<file path="src/rtl/axil_mem_ctrl.sv">
// AXI4-Lite slave sequencing a single-port synchronous RAM; one transaction in flight, round-robin read/write arbitration.
// Latency from handshake: read RVALID +3, full write BVALID +2, partial (RMW) +4, error/zero-strobe +1; responses held until ready.
module axil_mem_ctrl #(
    parameter int ADDR_WIDTH     = 6,
    parameter int DATA_WIDTH     = 32,
    parameter int AXI_ADDR_WIDTH = 32
) (
    input  logic                      CLK,
    input  logic                      RST,
    input  logic [AXI_ADDR_WIDTH-1:0] AWADDR,
    input  logic                      AWVALID,
    output logic                      AWREADY,
    input  logic [DATA_WIDTH-1:0]     WDATA,
    input  logic [DATA_WIDTH/8-1:0]   WSTRB,
    input  logic                      WVALID,
    output logic                      WREADY,
    output logic [1:0]                BRESP,
    output logic                      BVALID,
    input  logic                      BREADY,
    input  logic [AXI_ADDR_WIDTH-1:0] ARADDR,
    input  logic                      ARVALID,
    output logic                      ARREADY,
    output logic [DATA_WIDTH-1:0]     RDATA,
    output logic [1:0]                RRESP,
    output logic                      RVALID,
    input  logic                      RREADY,
    output logic [ADDR_WIDTH-1:0]     mem_addr,
    output logic [DATA_WIDTH-1:0]     mem_wr_data,
    output logic                      mem_wr_en,
    input  logic [DATA_WIDTH-1:0]     mem_rd_data
);

    localparam int STRB_WIDTH = DATA_WIDTH / 8;

    localparam logic [2:0] S_IDLE    = 3'd0;
    localparam logic [2:0] S_RD_MEM  = 3'd1;
    localparam logic [2:0] S_RD_CAP  = 3'd2;
    localparam logic [2:0] S_RD_RESP = 3'd3;
    localparam logic [2:0] S_WR_MEM  = 3'd4;
    localparam logic [2:0] S_WR_RESP = 3'd5;
    localparam logic [2:0] S_RMW_RD  = 3'd6;
    localparam logic [2:0] S_RMW_CAP = 3'd7;

    localparam logic [1:0] RESP_OKAY   = 2'b00;
    localparam logic [1:0] RESP_SLVERR = 2'b10;

    logic [2:0]            state_q, state_d;
    logic                  prio_wr_q, prio_wr_d;
    logic [ADDR_WIDTH-1:0] mem_addr_q, mem_addr_d;
    logic [DATA_WIDTH-1:0] mem_wr_data_q, mem_wr_data_d;
    logic [DATA_WIDTH-1:0] wdata_q, wdata_d;
    logic [STRB_WIDTH-1:0] wstrb_q, wstrb_d;
    logic [DATA_WIDTH-1:0] rdata_q, rdata_d;
    logic [1:0]            rresp_q, rresp_d;
    logic [1:0]            bresp_q, bresp_d;

    logic                  idle;
    logic                  wr_pend;
    logic                  rd_pend;
    logic                  grant_wr;
    logic                  grant_rd;
    logic                  aw_in_range;
    logic                  ar_in_range;
    logic [DATA_WIDTH-1:0] merged;

    assign idle        = (state_q == S_IDLE) && !RST;
    assign wr_pend     = AWVALID && WVALID;
    assign rd_pend     = ARVALID;
    // prio_wr_q says which side wins a tie; a lone requester always wins.
    assign grant_wr    = idle && wr_pend && (!rd_pend || prio_wr_q);
    assign grant_rd    = idle && rd_pend && (!wr_pend || !prio_wr_q);
    assign aw_in_range = (AWADDR >> (ADDR_WIDTH + 2)) == '0;
    assign ar_in_range = (ARADDR >> (ADDR_WIDTH + 2)) == '0;

    always_comb begin
        merged = mem_rd_data;
        for (int b = 0; b < STRB_WIDTH; b++) begin
            if (wstrb_q[b]) begin
                merged[8*b +: 8] = wdata_q[8*b +: 8];
            end
        end
    end

    always_comb begin
        state_d       = state_q;
        prio_wr_d     = prio_wr_q;
        mem_addr_d    = mem_addr_q;
        mem_wr_data_d = mem_wr_data_q;
        wdata_d       = wdata_q;
        wstrb_d       = wstrb_q;
        rdata_d       = rdata_q;
        rresp_d       = rresp_q;
        bresp_d       = bresp_q;
        case (state_q)
            S_IDLE: begin
                if (grant_wr) begin
                    prio_wr_d = 1'b0;
                    wdata_d   = WDATA;
                    wstrb_d   = WSTRB;
                    if (!aw_in_range) begin
                        bresp_d = RESP_SLVERR;
                        state_d = S_WR_RESP;
                    end else if (WSTRB == '0) begin
                        bresp_d = RESP_OKAY;
                        state_d = S_WR_RESP;
                    end else begin
                        bresp_d    = RESP_OKAY;
                        mem_addr_d = AWADDR[ADDR_WIDTH+1:2];
                        if (&WSTRB) begin
                            mem_wr_data_d = WDATA;
                            state_d       = S_WR_MEM;
                        end else begin
                            state_d = S_RMW_RD;
                        end
                    end
                end else if (grant_rd) begin
                    prio_wr_d = 1'b1;
                    if (!ar_in_range) begin
                        rresp_d = RESP_SLVERR;
                        rdata_d = '0;
                        state_d = S_RD_RESP;
                    end else begin
                        rresp_d    = RESP_OKAY;
                        mem_addr_d = ARADDR[ADDR_WIDTH+1:2];
                        state_d    = S_RD_MEM;
                    end
                end
            end
            S_RD_MEM:  state_d = S_RD_CAP;
            S_RD_CAP: begin
                rdata_d = mem_rd_data;
                state_d = S_RD_RESP;
            end
            S_RD_RESP: if (RREADY) state_d = S_IDLE;
            S_WR_MEM:  state_d = S_WR_RESP;
            S_WR_RESP: if (BREADY) state_d = S_IDLE;
            S_RMW_RD:  state_d = S_RMW_CAP;
            S_RMW_CAP: begin
                mem_wr_data_d = merged;
                state_d       = S_WR_MEM;
            end
            default:   state_d = S_IDLE;
        endcase
    end

    always_ff @(posedge CLK) begin
        if (RST) begin
            state_q       <= S_IDLE;
            prio_wr_q     <= 1'b1;
            mem_addr_q    <= '0;
            mem_wr_data_q <= '0;
            wdata_q       <= '0;
            wstrb_q       <= '0;
            rdata_q       <= '0;
            rresp_q       <= RESP_OKAY;
            bresp_q       <= RESP_OKAY;
        end else begin
            state_q       <= state_d;
            prio_wr_q     <= prio_wr_d;
            mem_addr_q    <= mem_addr_d;
            mem_wr_data_q <= mem_wr_data_d;
            wdata_q       <= wdata_d;
            wstrb_q       <= wstrb_d;
            rdata_q       <= rdata_d;
            rresp_q       <= rresp_d;
            bresp_q       <= bresp_d;
        end
    end

    assign AWREADY     = grant_wr;
    assign WREADY      = grant_wr;
    assign ARREADY     = grant_rd;
    assign BVALID      = (state_q == S_WR_RESP);
    assign BRESP       = bresp_q;
    assign RVALID      = (state_q == S_RD_RESP);
    assign RRESP       = rresp_q;
    assign RDATA       = rdata_q;
    assign mem_addr    = mem_addr_q;
    assign mem_wr_data = mem_wr_data_q;
    // Gated by RST so an abandoned write never reaches the array.
    assign mem_wr_en   = (state_q == S_WR_MEM) && !RST;

endmodule

</file>
<file path="config.mk">
export PLATFORM = sky130hd
export DESIGN_NAME = axil_mem_ctrl
export DESIGN_NICKNAME = d
export VERILOG_FILES = /design/src/rtl/axil_mem_ctrl.sv
export SDC_FILE = /design/constraint.sdc
export NUM_CORES = 1
export LEC_CHECK = 0
export ABC_AREA = 1
export CORE_UTILIZATION = 47
export CTS_BUF_LIST = sky130_fd_sc_hd__clkbuf_8 sky130_fd_sc_hd__clkbuf_16
export CTS_CLUSTER_DIAMETER = 120
export CTS_CLUSTER_SIZE = 24
export DETAILED_ROUTE_END_ITERATION = 7
export PLACE_DENSITY = 0.94
export SYNTH_ARGS = -nofsm -noshare
export SYNTH_HDL_FRONTEND = slang
export SYNTH_SLANG_ARGS = --single-unit
</file>
<file path="constraint.sdc">
create_clock -name CLK -period 2.9 [get_ports CLK]
set_clock_uncertainty 0.15 [all_clocks]
set_input_delay 0.87 -clock CLK [delete_from_list [all_inputs] [get_ports CLK]]
set_output_delay 0.87 -clock CLK [all_outputs]
set_load 0.01 [all_outputs]
</file>
==> results of run 1 <==
[cell usage in the layout (no fill, tap or decap), types with 5 or more instances in the layout]
cell type / count
inv_1: 40
nand2_1: 221
buf_4: 19
nand4_1: 34
dfxtp_1: 111
o21ai_0: 72
clkdlybuf4s50_1: 207
a21oi_1: 107
buf_12: 6
nor2_1: 45
nand3_1: 8
inv_2: 5
clkbuf_8: 9
nand3b_1: 7
o211ai_1: 33
[per-stage QoR]
stage	utilization, %	cells	hold WS (ns)	setup WS, ns	TNS (ns)
final	71.3	1095	0.308	0.0820	0
after global routing	71.3	1095	0.329	0.0678	0
after CTS	71.2	1094	0.310	0.00122	0
after detailed placement	69.4	1078	0.295	-0.431	-1.14
after global placement	69.4	1078	0.289	-0.388	-1.05
after floorplan	-	765	0.279	0.263	0
[flip-flops by register name, indices dropped and copies added (netlist names)]
name,flops
state_q,3
wstrb_q,4
prio_wr_q,1
mem_addr,6
mem_wr_data,32
BRESP,1
RRESP,1
RDATA,32
wdata_q,32
[cells by family (layout without fill, tap and decap cells)]
group                  count (synthesis)  count (layout)  share of synthesized area (%)
AOI/OAI and AO/OA                    213             213                           21.8
buffers and inverters                108             298                           8.74
DFF                                  112             112                           42.5
other                                  1               2                         0.0710
and+or+nand+nor                      330             330                           27.0
[cell usage after synthesis (2+ instances only)]
cell type  instances
o21ai_0           72
o211ai_1          33
dfxtp_1          112
nor2_4             2
inv_2              5
nor3_1             3
nor2_1            45
nand4_1           34
clkbuf_1          35
buf_4              6
clkbuf_2           2
a21oi_1          107
inv_1             40
nand3b_1           7
buf_2             19
nand2_1          223
nand3_1            9
[worst max-delay path by stage]
stage | startpoint | to | slack [ns] | cells past startpoint
3_3_place_gp | ARVALID | ARREADY | -0.39 | 6
6_report | AWVALID | WREADY | 0.08 | 4
3_5_place_dp | ARVALID | ARREADY | -0.43 | 6
5_1_grt | AWVALID | WREADY | 0.07 | 4
2_1_floorplan | ARVALID | WREADY | 0.26 | 5
4_1_cts | AWVALID | AWREADY | 0.001 | 4
[area by class of cell]
type,instances,area [µm²]
inverters,45,169
clock inverters,7,72.6
well taps,140,175
repair buffers,237,2370
multi-input cells,545,2620
flip-flops and latches,112,2240
clock buffers,9,124
fillers,887,3120
[routing by layer]
metal	GRT usage [%]	vias up	routed length, µm
met4	11.5	0	388
met2	48.0	266	7950
met3	6.27	29	1380
met5	0	-	0
li1	-	2904	-
met1	33.2	2723	6620
[power by group through the flow]
stage	registers [W]	logic, W	clock network, W
after floorplan	0.00207	0.00119	0
after global placement	0.00201	0.00237	0
after detailed placement	0.00202	0.00241	0
after CTS	0.00199	0.00242	0.000938
after global routing	0.00202	0.00262	0.00101
final	0.00199	0.00244	0.000918
[worst reg2reg max path: stages (launching register included)]
cell and delay [ns]:
dfxtp_1 0.47, nand2_1 0.10, buf_4 0.26, nor2_4 0.12, or2_1 0.44, nand3_2 0.14
buf_4 0.23, nand2_1 0.09, a21oi_1 0.06
[what timing repair did]
item,CTS,global route
pin swaps,1,3
gates resized for setup,11,6
hold buffers,0,0
buffers inserted,0,1
endpoints found under the setup margin,4,3
==> impl_metrics.toml, run 1 <==
[clock_network]
cts_root_buffer = "clkbuf_8"
clock-sinks = 112
numCtsBuffers = 9
insertion_delay_ns = 0.36
cts_tree = "built"
clockBufferDepth = 2
clk_pin_slew_ns = 0.10
htree_levels = 3

[pwr]
combPwrFrac_pct = 45.6
p_clk_share_pct = 17.2
p_sw_share_pct = 39.6
pwr-share-seq_pct = 37.2
switching_power_w = 0.00212
p_int_w = 0.00323
ir_worst_vdd_mv = 0.428
power_density_mw_per_mm2 = 688
power.leakage_nw = 2.82
power_w = 0.00534

[timing]
rsz0062_at_grt = "no"
period_share_pct = 97.2
slew_viol_final = 0
slew_headroom_pct = 59.2
period_minus_slack_ns = 2.82
fmax_mhz = 355
setup_viol = 0
hold_viol = 0
tightest_slew_ns = 0.612

[finish]
fin_nets = 1089
stdcell_area_mm2 = 0.00777
drive_gt1_share_pct = 6.60
n_antenna_cell = 0
area_growth_pct = 47.1

[run_status]
status = "finished, final reports clean"

[synthesis]
async_flop_share_pct = 0
synth_top_area_share_pct = 42.5
synth_area_per_cell_um2 = 6.91
synth_top_flop_cell = "dfxtp_1"
synth-edff-count = 0
yosys.area.top_type = "dfxtp_1"
synth_seq_area_share_pct = 42.5
synthDistinctLibCells = 27
ys_ff_latch = 112
netlist_area_mm2 = 0.00528
yosys_warnings = 0
synth_cells = 764
ys_top_cells_by_area = "dfxtp_1 (42%), nand2_1 (16%), a21oi_1 (10%)"

[setup_path]
rr_endpoint = "mem_wr_data[14]$_SDFFE_PP0P_"
rrSetupSlack_ns = 0.71
cp_top_family = "buffers and inverters"
end_kind = "output port"
critPathRequiredTime_ns = 1.88
reg2reg_depth = 8
slowest_stage = "clkdlybuf4s50_1"
reg2reg_from = "state_q[0]$_SDFFE_PP0P_"
path_max_fanout = 3
critical_path_class = "in -> out"
cp_cell_sequence = "clkdlybuf4s50_1 -> nand3_4 -> nor2_4 -> buf_2"
startpoint_type = "input port"
slowest_delay_ns = 0.53
cp_data_arrival_time_ns = 1.80
path_buf_inv = 2

[min_path]
worstHoldStart = "wdata_q[17]$_SDFFE_PP0P_"
hold_depth = 2
min_path_type = "reg -> reg"
worstHoldEndpoint = "wdata_q[17]$_SDFFE_PP0P_"

[drt]
detail_route.vias_per_cell = 5.41
vias = 5922
detail-route-antenna-nets = 0
drtIter0Drc = 329
drt_first_pass_iters = 5
routed_wl_mm = 16.3
drc = 0
wl_per_cell_um = 14.9

[place]
gp_congestion = 0.821
port_buffers = 212
detailed_place_hpwl_mm = 11.4
dpl-instance-area_mm2 = 0.00756

[floorplanning]
die_area_mm2 = 0.0117
rows = 38
io_pins = 219
die_y_um = 108
initial_core_util_pct = 48.5
core_area_mm2 = 0.0109
die_x_um = 108

[global_routing]
grt_pass1_vias = 5689
grt_antenna_before_repair = 0
grt_pass1_wl_mm = 25.8
grt_overflow = 0
track_usage_pct = 27.8
grt_max_degree = 52

[flow_run]
maxCapViolCount = 0
Power figures use the tool's default switching activity.
==> run 2, diff against run 1 <==
--- a/config.mk
+++ b/config.mk
@@ -15,3 +15,4 @@
 export SYNTH_ARGS = -nofsm -noshare
 export SYNTH_HDL_FRONTEND = slang
 export SYNTH_SLANG_ARGS = --single-unit
+export TNS_END_PERCENT = 10
==> run 2 against run 1 <==
First-iteration DRC count down 10%. Count of clock-buffer cells in the layout unchanged. Via count about the same. Final area down 0.29%. Non-clock buffer count down 1. Die area unchanged. Final cell count about the same. Combinational power about the same. Critical path type unchanged.
==> impl_metrics.toml, run 2 (synthesized netlist as in run 1, its figures left out) <==
[finish]
area_growth_pct = 46.7
mostFrequentLayoutCells = "nand2_1 (223), clkdlybuf4s50_1 (208), dfxtp_1 (111), a21oi_1 (107), o21ai_0 (72)"
drive_gt1_share_pct = 6.29
layout_commonest_cell = "nand2_1"
fillCellCount = 897
multi_input_area_mm2 = 0.00260
finalNonFillerCells = 1094
post-route-util_pct = 71.1
regArea_mm2 = 0.00224
n_antenna_cell = 0
fin_nets = 1088

[setup_path]
slowest_stage = "clkdlybuf4s50_1"
path_buf_inv = 2
reg2reg_depth = 8
path_max_fanout = 3
cp_cell_sequence = "clkdlybuf4s50_1 -> nand2_1 -> nand3_2 -> nand2_1 -> nor2_2 -> buf_2"
cp_top_family = "buffers and inverters"
critical_path_class = "in -> out"
cpMostUsedCell = "nand2_1"
end_kind = "output port"
cp_data_arrival_time_ns = 1.85
crit_cells = 6
startpoint_type = "input port"
critPathRequiredTime_ns = 1.88
slowest_delay_ns = 0.47

[run_status]
status = "finished, final reports clean"

[timing]
fmax_mhz = 349
period_share_pct = 98.8
rsz0062_at_grt = "yes"
period_minus_slack_ns = 2.87
slew_viol_final = 0
layout_setup_ws_ns = 0.0341
setup_viol = 0
slew_headroom_pct = 59.6
hold_viol = 0
setup-tns-final_ns = 0
tightest_slew_ns = 0.606

[drt]
drtIter0Drc = 296
vias = 5921
drc = 0
detail-route-antenna-nets = 0
detail_route.vias_per_cell = 5.41
wl_per_cell_um = 14.8
routed_wl_mm = 16.2
drt_first_pass_iters = 5

[clock_network]
numCtsBuffers = 9
clockBufferDepth = 2
clk_pin_slew_ns = 0.10
cts.hold.buffers_added = 0
insertion_delay_ns = 0.36
cts_root_buffer = "clkbuf_8"
htree_levels = 3
cts_tree = "built"
clock-sinks = 112

[global_routing]
grt_max_degree = 52
grt_pass1_vias = 5689
grt_pass1_wl_mm = 25.8
track_usage_pct = 27.8
grt_overflow = 0
grt_antenna_before_repair = 0

[place]
port_buffers = 212
gp_congestion = 0.821
dpl_worst_slack_ns = -0.431
detailed_place_hpwl_mm = 11.4
placedCellCount = 1078

[pwr]
combPwrFrac_pct = 45.6
power_density_mw_per_mm2 = 690
p_sw_share_pct = 39.6
ir_worst_vdd_mv = 0.429
p_int_w = 0.00322
power_w = 0.00534
pwr-share-seq_pct = 37.3
switching_power_w = 0.00212
power.leakage_nw = 2.81
p_clk_share_pct = 17.2

[floorplanning]
rows = 38
io_pins = 219
initial_core_util_pct = 48.5
die_y_um = 108
die_area_mm2 = 0.0117
die_x_um = 108
core_area_mm2 = 0.0109

[flow_run]
maxCapViolCount = 0

[min_path]
hold_depth = 2
min_path_type = "reg -> reg"
[run 2: changes by cell type in the layout (fill, tap and decap cells not counted), sizes merged]
| cell | previous run | this run |
|---|---|---|
| dlymetal6s2s | 1 | 0 |
| clkbuf | 10 | 11 |
| clkdlybuf4s50 | 207 | 208 |
| buf | 28 | 26 |
[run 2: timing repair]
item / 4_1_cts / 5_1_grt
pin swaps: 0 / 1
cloned: 0 / 0
resized for setup: 8 / 4
setup buffers: 0 / 0
endpoints found under the setup margin: 4 / 3
[run 2: layout make-up]
cell class                      count  share of cell area [%]
Clock buffer                        9                    1.60
Clock inverter                      7                   0.937
Inverter                           45                    2.18
Multi-Input combinational cell    545                    33.6
Sequential cell                   112                    29.0
Tap cell                          140                    2.26
Timing Repair Buffer              236                    30.4
[run 2: path summary, 6_finish.rpt]
path                                          startpoint                           end  slack, ns
worst max register to register   state_q[0]$_SDFFE_PP0P_  mem_wr_data[14]$_SDFFE_PP0P_       0.71
worst max-delay path                             ARVALID                       ARREADY       0.03
worst min-delay path            wdata_q[17]$_SDFFE_PP0P_      wdata_q[17]$_SDFFE_PP0P_       0.31
worst min register to register  wdata_q[17]$_SDFFE_PP0P_      wdata_q[17]$_SDFFE_PP0P_       0.31
[run 2: worst register-to-register path, cell delays in order (launching register included)]
cell	delay, ns
dfxtp_1	0.47
nand2_1	0.10
buf_4	0.26
nor2_4	0.12
or2_1	0.45
nand3_2	0.14
buf_4	0.23
nand2_1	0.09
a21oi_1	0.06
[run 2: layer usage]
layer	global-route usage, %	up-vias	wire length [µm]
met4	11.5	0	426
met2	48.0	295	7850
met1	33.2	2697	6510
met3	6.27	29	1460
li1	-	2900	-
met5	0	-	0
[run 2: power by group through the flow]
| stage | Combinational, W | Sequential (W) | Clock (W) |
|---|---|---|---|
| final | 0.00243 | 0.00199 | 0.000918 |
| after global routing | 0.00262 | 0.00202 | 0.00101 |
| after CTS | 0.00242 | 0.00199 | 0.000938 |
| after detailed placement | 0.00241 | 0.00202 | 0 |
| after global placement | 0.00237 | 0.00201 | 0 |
| after floorplan | 0.00119 | 0.00207 | 0 |
[run 2: metrics by stage]
| stage | area, µm² | hold slack [ns] |
|---|---|---|
| after floorplan | 5280 | 0.279 |
| after global placement | 7560 | 0.289 |
| after detailed placement | 7560 | 0.295 |
| after CTS | 7750 | 0.310 |
| after global routing | 7740 | 0.329 |
| final | 7740 | 0.307 |
==> edit 1, RTL diff (settings of run 1) <==
Change the parameter `AXI_ADDR_WIDTH` from 32 to 64.
--- a/src/rtl/axil_mem_ctrl.sv
+++ b/src/rtl/axil_mem_ctrl.sv
@@ -4,5 +4,5 @@
     parameter int ADDR_WIDTH     = 6,
     parameter int DATA_WIDTH     = 32,
-    parameter int AXI_ADDR_WIDTH = 32
+    parameter int AXI_ADDR_WIDTH = 64
 ) (
     input  logic                      CLK,
Ports: changed (resized ARADDR and AWADDR); port bits go from 219 to 283. No check against the original RTL was run, so the function may have changed too.
==> edit 1 against run 1 <==
Via count grew 8.8%; worst setup slack lost 29 ps; worst hold slack gained 5.3 ps; wire length grew 16%; maximum frequency shrank 1.0%; synthesized cell count grew 6.7%; non-clock buffer count grew 69; first-iteration DRC count grew 32%; sequential cell count is the same; count of clock-buffer cells in the layout is the same; total power grew 7.8%; synthesized area grew 4.5%; design area grew 14%; largest power group unchanged.
==> edit 1: results (changes against run 1) <==
* Vias in the first global route at 6106 (was 5689)
* Area occupied by multi-input gates at 2680 µm² (was 2620 µm²)
* Signal buf overhead at 35.1% (was 30.5%)
* Yosys cell types at 29 (was 27)
* RR Endpoint: mem_wr_data[3] (was mem_wr_data[14])
* Reg2Reg Depth at 13 (was 8)
* Met3 WL at 1.23 mm (was 1.38 mm)
* Pin count of the biggest net entering global routing at 65 (was 52)
* Clock power share at 23.1% (was 17.2%)
* Outcome: completed (unchanged)
* GR Util met1 at 36.7% (was 33.2%)
* Cell leakage power at 3.31 nW (was 2.82 nW)
* DRT met1 WL at 7.47 mm (was 6.62 mm)
* Min-delay src: RDATA[19] (was wdata_q[17])
* Tot GR Track Use at 31.0% (was 27.8%)
* Sequential cell area fraction in the yosys report at 40.7% (was 42.5%)
* Ant diodes at 0 (unchanged)
* DP HPWL at 14.1 mm (was 11.4 mm)
* Inverters at 79 (was 45)
* R2R setup slack at 590 ps (was 710 ps)
* Combinational power share at 42.2% (was 45.6%)
* Slew @ Worst Pin at 699 ps (was 612 ps)
* 1st-iter DRT viols at 433 (was 329)
* Final period utilization at 98.2% (was 97.2%)
* Worst Setup EP: AWREADY (was WREADY)
* WL/cell at 15.5 µm (was 14.9 µm)
* Worst VDD drop at 0.507 mV (was 0.428 mV)
* Largest stage delay, worst path at 460 ps (was 530 ps)
* Gate Count Post-Synth at 815 (was 764)
* PortBufs at 276 (was 212)
* Global-route track usage on met3 at 4.17% (was 6.27%)
* Filler cell count at 850 (was 887)
* Final hold slack at 313 ps (was 308 ps)
* Top cells by count, synth: nand2_1, dfxtp_1, nor2_1, inv_1 (was nand2_1, dfxtp_1, a21oi_1, o21ai_0, nor2_1)
* Clk root buf: clkbuf_16 (was clkbuf_8)
* GP Congestion at 0.842 (was 0.821)
* Clock latency on the worst-skew pair at 340 ps (was 360 ps)
* Multi-In Gates at 566 (was 545)
* Post-CTS Setup Inserts at 2 (was 0)
* Global-route wire length before repair at 29.2 mm (was 25.8 mm)
* Met2 WL post-DR at 9.72 mm (was 7.95 mm)
* Bufs w/o clock at 306 (was 237)
* Fin nets at 1277 (was 1089)
* Switching power total at 2.09 mW (was 2.12 mW)
* Critical Path AT at 1830 ps (was 1800 ps)
* Dpl ws at -465 ps (was -431 ps)
* Clock network area share at 3.65% (was 2.53%)
* Share of cells above drive strength 1 at 6.21% (was 6.60%)
* Hold EP: RDATA[19] (was wdata_q[17])
* Final WL at 19.0 mm (was 16.3 mm)
edit 1: cell types whose count changed in the layout (fill, tap and decap cells not counted), sizes merged, moves of 3 or more:
cell / before / now
inv: 49 / 83
nor2: 49 / 89
buf: 28 / 34
nand2: 225 / 205
o21ai: 73 / 79
nand3: 10 / 41
nand3b: 7 / 0
a21oi: 107 / 72
nand4: 34 / 37
clkdlybuf4s50: 207 / 270
edit 1: per-stage QoR:
stage | utilization [%] | area (µm²) | power, mW
floorplan | - | 5520 | 3.24
global placement | 73.8 | 8420 | 4.37
detailed placement | 73.8 | 8420 | 4.42
CTS | 76.9 | 8780 | 5.75
global route | 77.2 | 8820 | 6.08
finish | 77.2 | 8820 | 5.76
edit 1: kinds of logic after synthesis:
logic type,Yosys count,share of synthesized area [%]
other,1,0.0680
flip-flops,112,40.7
buffers and inverters,138,11.0
AO/OA/AOI/OAI,186,18.7
AND/OR/NAND/NOR,378,29.6
==> edit 2, RTL diff (config.mk and constraints of run 1) <==
Made on the original files. `mem_wr_data_q` no longer has a reset.
--- a/src/rtl/axil_mem_ctrl.sv
+++ b/src/rtl/axil_mem_ctrl.sv
@@ -149,5 +149,4 @@
             prio_wr_q     <= 1'b1;
             mem_addr_q    <= '0;
-            mem_wr_data_q <= '0;
             wdata_q       <= '0;
             wstrb_q       <= '0;
@@ -159,5 +158,4 @@
             prio_wr_q     <= prio_wr_d;
             mem_addr_q    <= mem_addr_d;
-            mem_wr_data_q <= mem_wr_data_d;
             wdata_q       <= wdata_d;
             wstrb_q       <= wstrb_d;
@@ -166,4 +164,8 @@
             bresp_q       <= bresp_d;
         end
+    end
+
+    always_ff @(posedge CLK) begin
+        mem_wr_data_q <= mem_wr_data_d;
     end
 
Behaviour: differs if RST is asserted again (counterexample within 4 cycles, from zero or initial values and one cycle with RST high); with RST held inactive, the same outputs for 4 cycles.
==> edit 2 against run 1 <==
The run now ends with design-rule violations left; synthesized cell count is 16% lower; wire length is 11% lower; total power is 22% lower; utilization up 1.4 points; final cell count fell by 9.9%; maximum frequency decreased by 1.7%; clock power down 1%; design area is 3.3% lower; synthesized area down 5.5%; sequential cell count did not move; first-iteration DRC count increased by 9.7%; worst setup slack worse by 48 ps; register-to-register slack got worse by 70 ps; critical path type unchanged.
==> edit 2: results (changes against run 1) <==
* Post-route insts no fill at 987 (was 1095)
* Post-synth EDFFs at 32 (was 0)
* Top cells by count, synth: nand2_1, dfxtp_1, a21oi_1, o21ai_0, nor2_1 (unchanged)
* Placed Instances at 967 (was 1078)
* Dpl ws at -473 ps (was -431 ps)
* Cell leakage power at 2.76 nW (was 2.82 nW)
* Sequential cell area fraction in the yosys report at 51.4% (was 42.5%)
* WL/cell at 14.7 µm (was 14.9 µm)
* Net Sw Frac at 33.9% (was 39.6%)
* GP Congestion at 0.813 (was 0.821)
* 1st-iter DRT viols at 361 (was 329)
* Via/cell ratio at 5.17 (was 5.41)
* Post-synth ARST share at 0% (unchanged)
* Yosys cell types at 26 (was 27)
* Critical Path AT at 1850 ps (was 1800 ps)
* Share of cells above drive strength 1 at 7.05% (was 6.60%)
* Vias in the first global route at 5054 (was 5689)
* Synth top area cells: dfxtp_1, edfxtp_1, nand2_1 (was dfxtp_1, nand2_1, a21oi_1)
* Gate Count Post-Synth at 644 (was 764)
* Drt first pass iters at 8 (was 5)
* DP HPWL at 10.4 mm (was 11.4 mm)
* Clock latency on the worst-skew pair at 360 ps (about the same)
* Filler cell count at 771 (was 887)
* Tot GR Track Use at 27.0% (was 27.8%)
* Pin count of the biggest net entering global routing at 49 (was 52)
* Rel. slew slack at 58.4% (was 59.2%)
* PortBufs at 212 (unchanged)
* Clk root buf: clkbuf_8 (unchanged)
* Post-placement cell area at 7280 µm² (was 7560 µm²)
* Worst-path fanout max at 3 (unchanged)
* Worst VDD drop at 0.538 mV (was 0.428 mV)
* Outcome: complete, but fails checks (was completed)
* Violated checks: design-rule violations
* Number of remaining DRC errors at 1 (was 0)
* Global-route wire length before repair at 23.7 mm (was 25.8 mm)
## edit 2: area by class of cell
cell class              instances  share of cell area (%)
clock buffers                  10                    1.83
clock inverters                 6                   0.783
multi-input cells             445                    27.7
well taps                     136                    2.27
repair buffers                237                    31.1
inverters                      41                    2.13
flip-flops and latches        112                    34.2
## edit 2: worst paths after layout
path,cells after the start,slack (ps),to,startpoint
max,5,30,WREADY,WVALID
min,2,310,wdata_q[15],wdata_q[15]
max reg2reg,12,640,mem_wr_data[16],state_q[0]
min reg2reg,2,310,wdata_q[15],wdata_q[15]
## edit 2: power by group through the flow
stage | logic (mW) | registers (mW) | clock network (mW)
after global placement | 1.34 | 1.93 | 0
final | 1.38 | 1.90 | 0.908
after CTS | 1.38 | 1.90 | 0.926
after global routing | 1.51 | 1.93 | 0.992
after detailed placement | 1.37 | 1.94 | 0
after floorplan | 0.677 | 1.94 | 0
## edit 2: timing repair
action | in CTS | in global routing
pin swaps | 2 | 2
endpoints found under the setup margin | 4 | 4
resized for setup | 14 | 5
setup buffers | 1 | 3
## edit 2: per-layer routing
layer	routed length, µm	GRT usage (%)	vias to the layer above
met5	0	0	-
met4	427	11.7	0
met3	1060	5.43	36
met2	7370	48.1	225
met1	5610	31.4	2315
li1	-	-	2524
## edit 2: worst max-delay path, stage by stage
cell,delay (ps)
clkdlybuf4s50_1,490
nand3_2,90
buf_4,150
nor2_4,120
buf_6,120
## edit 2: cell families after synthesis
| kind of cell | count (synthesis) | synth area share, % |
|---|---|---|
| AOI/OAI and AO/OA | 179 | 19.6 |
| buffers and inverters | 88 | 7.53 |
| DFF | 112 | 51.4 |
| other | 1 | 0.0752 |
| and+or+nand+nor | 264 | 21.4 |
## edit 2: per-stage QoR
stage	hold slack, ps	utilization (%)
finish	309	72.8
global route	326	72.8
CTS	311	72.4
detailed placement	293	70.5
floorplan	279	-
global placement	289	70.5
